<file path="src/rtl/frame_offset_reader_pkg.sv">
// Shared types and constants for the frame offset reader: display defaults,
// pixel/coordinate/offset types and the QVGA frame-buffer address helper.
package frame_offset_reader_pkg;

  localparam int H_ACT_DEF = 640;
  localparam int V_ACT_DEF = 480;
  localparam int ADDR_W    = 17;
  localparam int COORD_W   = 10;

  typedef struct packed {
    logic [3:0] r;
    logic [3:0] g;
    logic [3:0] b;
  } rgb444_t;

  typedef logic [COORD_W-1:0] coord_t;
  typedef logic signed [4:0]  offset_t;

  // A 320-wide buffer reduces to y*256 + y*64 + x, avoiding a multiplier.
  function automatic logic [ADDR_W-1:0] fb_addr(input coord_t x, input coord_t y, input int fb_w);
    logic [ADDR_W-1:0] yy;
    logic [ADDR_W-1:0] xx;
    yy = {7'd0, y};
    xx = {7'd0, x};
    if (fb_w == 320) begin
      fb_addr = (yy << 8) + (yy << 6) + xx;
    end else begin
      fb_addr = (yy * ADDR_W'(fb_w)) + xx;
    end
  endfunction

endpackage

</file>
<file path="src/rtl/frame_offset_reader_delay_line.sv">
// Parameterised WIDTH x DEPTH shift register with synchronous active-low reset;
// keeps timing, coordinates and the in-range flag aligned with read data.
module frame_offset_reader_delay_line #(
  parameter int WIDTH = 1,
  parameter int DEPTH = 1
) (
  input  logic             clk,
  input  logic             rst_n,
  input  logic [WIDTH-1:0] d,
  output logic [WIDTH-1:0] q
);

  logic [WIDTH-1:0] taps [DEPTH];

  // Shift chain; reset empties every tap so nothing stale survives a flush.
  always_ff @(posedge clk) begin
    if (!rst_n) begin
      for (int i = 0; i < DEPTH; i++) taps[i] <= '0;
    end else begin
      taps[0] <= d;
      for (int i = 1; i < DEPTH; i++) taps[i] <= taps[i-1];
    end
  end

  assign q = taps[DEPTH-1];

endmodule

</file>
<file path="src/rtl/frame_offset_reader.sv">
// Shifts each VGA pixel by per-frame shake offsets and fetches it from the 2x-upscaled
// QVGA buffer. Define FRAME_READER_WRAP_EN to wrap out-of-range coordinates instead of bordering.
module frame_offset_reader
  import frame_offset_reader_pkg::*;
#(
  parameter int          H_ACT       = H_ACT_DEF,
  parameter int          V_ACT       = V_ACT_DEF,
  parameter int          SCALE_SHIFT = 1,
  parameter int          RD_LATENCY  = 1,
  parameter logic [11:0] BORDER_RGB  = 12'h000
) (
  input  logic              iClk,
  input  logic              iRst_n,
  input  logic              iH_Sync,
  input  logic              iV_Sync,
  input  logic              iDE,
  input  logic [9:0]        iX,
  input  logic [9:0]        iY,
  input  logic [4:0]        iX_Offset,
  input  logic [4:0]        iY_Offset,
  output logic [ADDR_W-1:0] oRd_Addr,
  output logic              oRd_En,
  input  logic [11:0]       iRd_Data,
  output logic              oH_Sync,
  output logic              oV_Sync,
  output logic              oDE,
  output logic [9:0]        oX,
  output logic [9:0]        oY,
  output logic [3:0]        oR,
  output logic [3:0]        oG,
  output logic [3:0]        oB,
  output logic              oFrame_Tick
);

  localparam int FB_W  = H_ACT >> SCALE_SHIFT;
  localparam int DEPTH = 2 + RD_LATENCY;
  localparam int DL_W  = 3 + 2 * COORD_W + 1;
  localparam logic signed [10:0] H_LIM = 11'(H_ACT);
  localparam logic signed [10:0] V_LIM = 11'(V_ACT);

  logic               vs_prev;
  offset_t            x_off;
  offset_t            y_off;
  logic signed [10:0] sx;
  logic signed [10:0] sy;
  coord_t             x_fb;
  coord_t             y_fb;
  logic               hit;
  coord_t             s1_x;
  coord_t             s1_y;
  logic               s1_hit;
  logic [DL_W-1:0]    dl_in;
  logic [DL_W-1:0]    dl_out;
  logic               de_d;
  logic               hit_d;
  rgb444_t            pix;

  // Offsets change only on a V_Sync rising edge so a whole frame shares one shift.
  always_ff @(posedge iClk) begin
    if (!iRst_n) begin
      vs_prev     <= 1'b0;
      x_off       <= '0;
      y_off       <= '0;
      oFrame_Tick <= 1'b0;
    end else begin
      vs_prev <= iV_Sync;
      if (iV_Sync && !vs_prev) begin
        x_off       <= offset_t'(iX_Offset);
        y_off       <= offset_t'(iY_Offset);
        oFrame_Tick <= 1'b1;
      end else begin
        oFrame_Tick <= 1'b0;
      end
    end
  end

  // Shifted coordinate, optional modulo wrap, and the fetch-valid flag.
  always_comb begin
    sx = $signed({1'b0, iX}) + $signed({{6{x_off[4]}}, x_off});
    sy = $signed({1'b0, iY}) + $signed({{6{y_off[4]}}, y_off});
`ifdef FRAME_READER_WRAP_EN
    if (sx[10]) begin
      x_fb = coord_t'(sx + H_LIM);
    end else if (sx >= H_LIM) begin
      x_fb = coord_t'(sx - H_LIM);
    end else begin
      x_fb = sx[9:0];
    end
    if (sy[10]) begin
      y_fb = coord_t'(sy + V_LIM);
    end else if (sy >= V_LIM) begin
      y_fb = coord_t'(sy - V_LIM);
    end else begin
      y_fb = sy[9:0];
    end
    hit = iDE;
`else
    x_fb = sx[9:0];
    y_fb = sy[9:0];
    hit  = iDE & ~sx[10] & (sx < H_LIM) & ~sy[10] & (sy < V_LIM);
`endif
  end

  // S1 registers the shifted coordinate; S2 forms the address, which holds while idle.
  always_ff @(posedge iClk) begin
    if (!iRst_n) begin
      s1_x     <= '0;
      s1_y     <= '0;
      s1_hit   <= 1'b0;
      oRd_Addr <= '0;
      oRd_En   <= 1'b0;
    end else begin
      s1_x   <= x_fb;
      s1_y   <= y_fb;
      s1_hit <= hit;
      oRd_En <= s1_hit;
      if (s1_hit) begin
        oRd_Addr <= fb_addr(s1_x >> SCALE_SHIFT, s1_y >> SCALE_SHIFT, FB_W);
      end
    end
  end

  assign dl_in = {iH_Sync, iV_Sync, iDE, iX, iY, hit};

  frame_offset_reader_delay_line #(
    .WIDTH (DL_W),
    .DEPTH (DEPTH)
  ) u_align (
    .clk   (iClk),
    .rst_n (iRst_n),
    .d     (dl_in),
    .q     (dl_out)
  );

  assign {oH_Sync, oV_Sync, de_d, oX, oY, hit_d} = dl_out;
  assign oDE = de_d;

  // Colour select against the aligned flags; read data arrives in step with them.
  always_comb begin
    if (de_d && hit_d) begin
      pix = rgb444_t'(iRd_Data);
    end else if (de_d) begin
      pix = rgb444_t'(BORDER_RGB);
    end else begin
      pix = '0;
    end
  end

  assign oR = pix.r;
  assign oG = pix.g;
  assign oB = pix.b;

endmodule

</file>
<file path="config.mk">
export PLATFORM = sky130hd
export DESIGN_NAME = frame_offset_reader
export DESIGN_NICKNAME = d
export VERILOG_FILES = /design/src/rtl/frame_offset_reader_pkg.sv /design/src/rtl/frame_offset_reader_delay_line.sv /design/src/rtl/frame_offset_reader.sv
export SDC_FILE = /design/constraint.sdc
export NUM_CORES = 1
export LEC_CHECK = 0
export CELL_PAD_IN_SITES_DETAIL_PLACEMENT = 1
export CELL_PAD_IN_SITES_GLOBAL_PLACEMENT = 2
export CORE_MARGIN = 5
export CORE_UTILIZATION = 33
export CTS_BUF_LIST = sky130_fd_sc_hd__clkbuf_4 sky130_fd_sc_hd__clkbuf_8
export CTS_CLUSTER_SIZE = 16
export DETAILED_ROUTE_END_ITERATION = 8
export HOLD_SLACK_MARGIN = 0.03
export PLACE_DENSITY_LB_ADDON = 0.25
export SETUP_SLACK_MARGIN = 0.15
export SLEW_MARGIN = 10
export SYNTH_ARGS = -nofsm -noshare
export SYNTH_HDL_FRONTEND = slang
export SYNTH_SLANG_ARGS = --single-unit
</file>
<file path="constraint.sdc">
create_clock -name iClk -period 2.9 [get_ports iClk]
set_input_delay 0.29 -clock iClk [delete_from_list [all_inputs] [get_ports iClk]]
set_output_delay 0.29 -clock iClk [all_outputs]
set_load 0.005 [all_outputs]
</file>
==> impl_metrics.toml <==
[status]
outcome = "complete, no violations"

[global_route]
track_usage_pct = 14.1
via_count_of_the_first_global_routing_pass = 3984
grt_pass1_wl_um = 19800
groute.layer.met1.usage_pct = 17.1
global_route.usage.met2_pct = 22.6
grt-ovfl-total = 0
grt_antenna_before_repair = 0
grt_max_degree = 37
globalRoute.busiestLayer = "met2"
grt.met3_usage_pct = 4.63

[timing]
hold_slack_ps = 287
worst_clock_skew_ps = 9.97
fin_crit_ps = 2540
worst-slew-pin-transition_ps = 678
final-hold-violation-count = 0
fmax_ghz = 0.394
slew_headroom_pct = 54.7
final-max-slew-violation-count = 0
sum_of_negative_setup_slack_ps = 0
setup_viol = 0
fin_crit_sh_pct = 87.5
unrepaired_setup_endpoints_after_global_routing = "false"

[layout]
area_used_by_multi_input_combinational_logic_sq_um = 2340
seq_area_sq_um = 2360
layout.filler_cells = 1650
syn_to_final_growth_pct = 29.0
ratio_of_cells_with_drive_above_1_in_the_final_layout_pct = 9.17
nets = 674
finalNonFillerCells = 784
n_antenna_cell = 0

[power]
p_clk_share_pct = 39.3
vdd_ir_drop_max_v = 0.000257
cellInternalPower_mw = 2.78
netSwitchingPower_mw = 1.03
power_frac_seq_pct = 45.9
power_density_nw_per_um2 = 593
swShare_pct = 27.1
pwr-share-comb_pct = 14.8
power.static_leakage_nw = 2.66

[clock_tree]
clock_tree.htree_level_count = 4
tritoncts = "done"
clock_insertion_delay_worst_skew_ps = 440
clkSlewWorstSetupHoldPaths_ps = 70
cts.hold.buffers_added = 0
cts.sinks = 118
clockBufferDepth = 2
ctsRootBufferMaster = "sky130_fd_sc_hd__clkbuf_8"
numCtsBuffers = 17

[critical_path]
worstSetupEndpointType = "flip-flop"
critical_path.reg2reg.endpoint = "oRd_Addr[16]$_SDFFE_PN0P_"
critPathSlowestCell = "sky130_fd_sc_hd__fa_1"
critical_path_peak_fanout = 3
critPathKind = "reg2reg"
worstPathArrival_ps = 2860
critical_path.max_stage_delay_ps = 620
required_ps = 3220
r2r.worst_path.cells = 9
r2r-start = "s1_y[1]$_SDFF_PN0_"
critical_path.cell_chain = "fa_1 > ha_1 > a21o_1 > a21oi_1 > o21ai_1 > a311oi_1 > xnor2_1 > mux2i_1 > nor2_1"
ff2ff_setup_slack_ps = 360
cp-start-kind = "flip-flop"

[logic_synthesis]
synth_fa_ha_area_share_pct = 10.4
synth_async_reset_ratio_pct = 0
synth.top_cells.by_count = "sky130_fd_sc_hd__dfxtp_1 (118), sky130_fd_sc_hd__and2_1 (71), sky130_fd_sc_hd__nor2_1 (42)"
yosys.area_share.xor_xnor_pct = 3.52
yosysMostFrequentCell = "sky130_fd_sc_hd__dfxtp_1"
post_synth_and_or_nand_nor_area_fraction_pct = 20.3
share_of_the_synthesized_area_in_compound_gates_ao_oa_aoi_oai_pct = 9.93
flops_latches_synth = 118
synth_enable_flop_cells = 0
mappedNetlistNets = 590
synth_seq_area_share_pct = 47.4
synth_flop_cell = "sky130_fd_sc_hd__dfxtp_1"
netlist.area_leader.share_pct = 47.4
synth_top_cells_by_area = "sky130_fd_sc_hd__dfxtp_1 (47%), sky130_fd_sc_hd__and2_1 (8.9%), sky130_fd_sc_hd__ha_1 (8.8%)"
largest_family_of_logic_cells_by_synthesized_area = "simple AND/OR/NAND/NOR gates"
yosysUniqueCellTypes = 48
netlist.top_cell.by_area = "sky130_fd_sc_hd__dfxtp_1"
postSynthAreaPerCell_sq_um = 9.88
post_synth_inst_count = 504
post_synth_instance_area_sq_um = 4980
synth-warning-count = 0
synth.area.mux_share_pct = 2.61

[min_path]
worst_hold_path.num_cells = 2
timing.hold.worst.class = "in2reg"
min-delay-start = "iRst_n"
holdPathEnd = "u_align.taps[0][8]$_SDFF_PN0_"

[job]
max_cap_viol = 0

[floorplanning]
die-area_sq_um = 17600
dieWidth_um = 133
ioPinCount = 101
die_height_um = 133
initial_utilization_pct = 34.0
floorplan.rows = 44
core_area_sq_um = 14600

[placed_design]
place.port_buffers = 100
cell_total_after_placement = 753
dp_hpwl_um = 9130
gp_congestion = 0.810

[route]
route.antenna.remaining_nets = 0
initial_drt_pass_iterations = 4
routed_wl_um = 11900
num_vias = 3644
detailedRoute.firstIterationViolations = 96
detail_route.wl_per_cell_um = 15.1
vias_per_cell = 4.65
drc = 0
## stage by stage
step                      util (%)  cell area, sq um  setup WS, ps  power [mW]
after floorplan                  -              4980           392        2.14
after global placement        41.1              6010           252        2.34
after detailed placement      41.1              6010           136        2.35
after CTS                     43.8              6410           208        3.88
after global routing          43.8              6420           211        4.01
final                         43.8              6420           362        3.81
## flip-flops by register name, indices dropped and copies added (netlist names)
register      count
oFrame_Tick       1
oRd_Addr         17
s1_x              9
s1_y              9
u_align.taps     72
x_off             5
y_off             5
## how the worst max path moves through the flow
stage / startpoint / end / slack, ps / cells after the start
floorplan: s1_x[9]$_SDFF_PN0_ / oRd_Addr[15]$_SDFFE_PN0P_ / 390 / 9
finish: s1_y[1]$_SDFF_PN0_ / oRd_Addr[16]$_SDFFE_PN0P_ / 360 / 9
global placement: s1_x[9]$_SDFF_PN0_ / oRd_Addr[15]$_SDFFE_PN0P_ / 250 / 9
detailed placement: s1_x[9]$_SDFF_PN0_ / oRd_Addr[15]$_SDFFE_PN0P_ / 140 / 9
global route: s1_y[1]$_SDFF_PN0_ / oRd_Addr[15]$_SDFFE_PN0P_ / 210 / 9
CTS: s1_x[9]$_SDFF_PN0_ / oRd_Addr[15]$_SDFFE_PN0P_ / 210 / 9
## power groups by stage
stage               clock network (mW)  registers (mW)  logic [mW]
finish                            1.50            1.75       0.564
detailed placement                   0            1.79       0.565
global placement                     0            1.78       0.553
CTS                               1.55            1.75       0.574
floorplan                            0            1.77       0.372
global route                      1.61            1.76       0.635
## cell usage in the layout (no fill, tap or decap), types with 3 or more instances in the layout
cell type and count:
sky130_fd_sc_hd__o21ai_1 4, sky130_fd_sc_hd__o21bai_1 3, sky130_fd_sc_hd__a21oi_1 26, sky130_fd_sc_hd__nand3_1 6
sky130_fd_sc_hd__o21ai_0 6, sky130_fd_sc_hd__inv_6 4, sky130_fd_sc_hd__ha_1 35, sky130_fd_sc_hd__buf_4 5
sky130_fd_sc_hd__nor3_1 8, sky130_fd_sc_hd__clkinvlp_4 4, sky130_fd_sc_hd__fa_1 3, sky130_fd_sc_hd__nand2_1 31
sky130_fd_sc_hd__nor2_1 41, sky130_fd_sc_hd__and2_1 71, sky130_fd_sc_hd__nand2b_1 4, sky130_fd_sc_hd__dfxtp_1 118
sky130_fd_sc_hd__nand3b_1 5, sky130_fd_sc_hd__a21o_1 5, sky130_fd_sc_hd__xor2_1 8, sky130_fd_sc_hd__inv_1 16
sky130_fd_sc_hd__clkdlybuf4s50_1 99, sky130_fd_sc_hd__nor2b_1 4, sky130_fd_sc_hd__and3_1 13, sky130_fd_sc_hd__xnor2_1 12
sky130_fd_sc_hd__clkbuf_8 18, sky130_fd_sc_hd__mux2i_1 13
## what timing repair did
item,CTS,global route
gates cloned,0,0
pin swaps,0,3
resized for setup,1,2
endpoints found under the setup margin,1,1
endpoints found under the hold margin,0,0
setup buffers,0,0
## layout make-up
cell class                      instances  share of cell area [%]
Clock buffer                           18                    3.86
Tap cell                              184                    3.59
Multi-Input combinational cell        330                    36.4
Timing Repair Buffer                  105                    16.1
Inverter                               16                   0.935
Sequential cell                       118                    36.8
Clock inverter                         13                    2.30
## per-layer routing
metal	routed length, um	vias up
li1	-	1828
met1	5410	1697
met2	5490	98
met3	684	21
met4	281	0
met5	0	-
## worst max-delay path: cells and delay by family (launching register included)
kind                       cells  cell delay (ps)
xor gates and xnor gates       1              110
adders and majority gates      2              880
muxes                          1              140
and+or+nand+nor                1               50
AOI/OAI and AO/OA              4              900
DFF                            1              340
## logic make-up after synthesis
kind of cell	Yosys count
AO/OA/AOI/OAI	68
buffers and inverters	56
XOR/XNOR	20
AND/OR/NAND/NOR	190
adder cells (fa/ha/maj)	39
flip-flops	118
multiplexers	13
Note: power is estimated with default switching activity, not from simulation.
==> variant: new RTL, same settings <==
Add a define of `FRAME_READER_WRAP_EN`.
--- a/src/rtl/frame_offset_reader.sv
+++ b/src/rtl/frame_offset_reader.sv
@@ -1,5 +1,7 @@
 // Shifts each VGA pixel by per-frame shake offsets and fetches it from the 2x-upscaled
 // QVGA buffer. Define FRAME_READER_WRAP_EN to wrap out-of-range coordinates instead of bordering.
+`define FRAME_READER_WRAP_EN
+
 module frame_offset_reader
   import frame_offset_reader_pkg::*;
 #(
Check against the original RTL: not equivalent (Yosys sat finds a counterexample within 4 cycles, from zero or initial values and one cycle with iRst_n low).
==> variant against the original RTL <==
- register-to-register slack lost 0.13 ns
- worst hold slack lost 0.023 ns
- final area increased by 17%
- count of clock-buffer cells in the layout is the same
- area after synthesis is 9.6% higher
- routed wire length grew 18%
- worst setup slack worse by 0.15 ns
- global-route usage rose by 0.77 points
- total power increased by 15%
- synthesized cell count grew 13%
- non-clock buffer count increased by 48
- sequential cell count decreased by 3
- first-iteration DRC count rose by 11%
==> variant: results (changes against the original RTL) <==
reg-to-reg setup timing slack=0.23 ns (-0.13 ns); arrival time at the worst endpoint=3.04 ns (+0.18 ns); relative slew slack=46.0% (-8.7 points); first-pass GRT wire length=23600 µm (+19%); Synth area leaders=dfxtp_1, ha_1, and2_1; top cells by count, synth=dfxtp_1, and2_1, ha_1; largest net degree at the start of global routing=85 (+130%); biggest regs=u_align.taps x69, oRd_Addr x17; met2 wire length=7170 µm (+31%); metal3 WL=544 µm (-20%); Max FO, Critical Path=5 (+2); slowest stage delay, CP=0.50 ns (-0.12 ns); final hold slack=0.264 ns (-0.0227 ns); Post-Layout Inst Area=7510 µm² (+17%); status=finished, final reports clean; internal power=3090 µW (+11%); Filler Cell Count=1815 (+10%); routed vias=4486 (+23%); Mapped Cells=570 (+13%); worst reg-to-reg path cell count=11 (+2); Critical R2R Capture=s1_y[6]; DRC marker count from the first detailed-route iteration=107 (+11%); GRT Total Usage=14.8% (+0.77 points); Hold Crit Start=iY[1]; Leak Pwr=0.00309 µW (+16%); worst slack at placement=-0.392 ns (-0.528 ns); Post-DP HPWL=10600 µm (+16%); Hold Path End=u_align.taps[0][2]; Clock Skew=0.0109 ns (+0.000966 ns); placed cells=900 (+20%); DR WL/cell=15.0 µm (-1.1%)
-- variant: cell count changes after synthesis, moves of 6 or more --
cell / unedited run / this run
ha_1: 35 / 42
nor3_1: 8 / 14
a31oi_1: 2 / 8
nor2_1: 42 / 31
and3_1: 13 / 4
nand2_1: 31 / 39
and2_1: 71 / 83
-- variant: repair_timing --
| item | CTS | global route |
|---|---|---|
| setup endpoints to repair | 6 | 11 |
| pin swaps | 1 | 9 |
| gates resized for setup | 3 | 36 |
| hold endpoints to repair | 0 | 0 |
| cloned | 0 | 0 |
| setup buffers | 2 | 1 |
-- variant: how the worst max path moves through the flow --
stage	end	slack [ns]	cells past startpoint
after global routing	s1_y[6]	0.09	11
after CTS	s1_y[8]	0.13	11
after detailed placement	s1_y[9]	-0.39	11
final	s1_y[6]	0.22	13
after global placement	s1_y[9]	-0.30	10
after floorplan	s1_y[6]	0.23	10
-- variant: layout make-up --
cell class | instances | area share, %
multi-input combinational | 398 | 40.6
tap | 220 | 3.66
clock buffer | 18 | 3.21
inverter | 17 | 0.849
clock inverter | 14 | 2.38
timing repair buffer | 153 | 18.6
sequential | 115 | 30.7
-- variant: kinds of logic (layout without fill, tap and decap cells) --
group,count (synthesis),after routing,share of synthesized area (%)
mux,14,14,2.57
simple gates,220,220,22.5
flops,115,115,42.2
compound gates,103,103,13.7
fa+ha+maj,46,46,11.1
buf+inv,57,202,5.51
xor+xnor,15,15,2.41
-- variant: power groups by stage --
stage | combinational, µW | clock [µW] | sequential (µW)
floorplan | 592 | 0 | 1760
CTS | 993 | 1640 | 1740
global route | 1170 | 1710 | 1750
detailed placement | 974 | 0 | 1780
finish | 1050 | 1570 | 1740
global placement | 936 | 0 | 1770
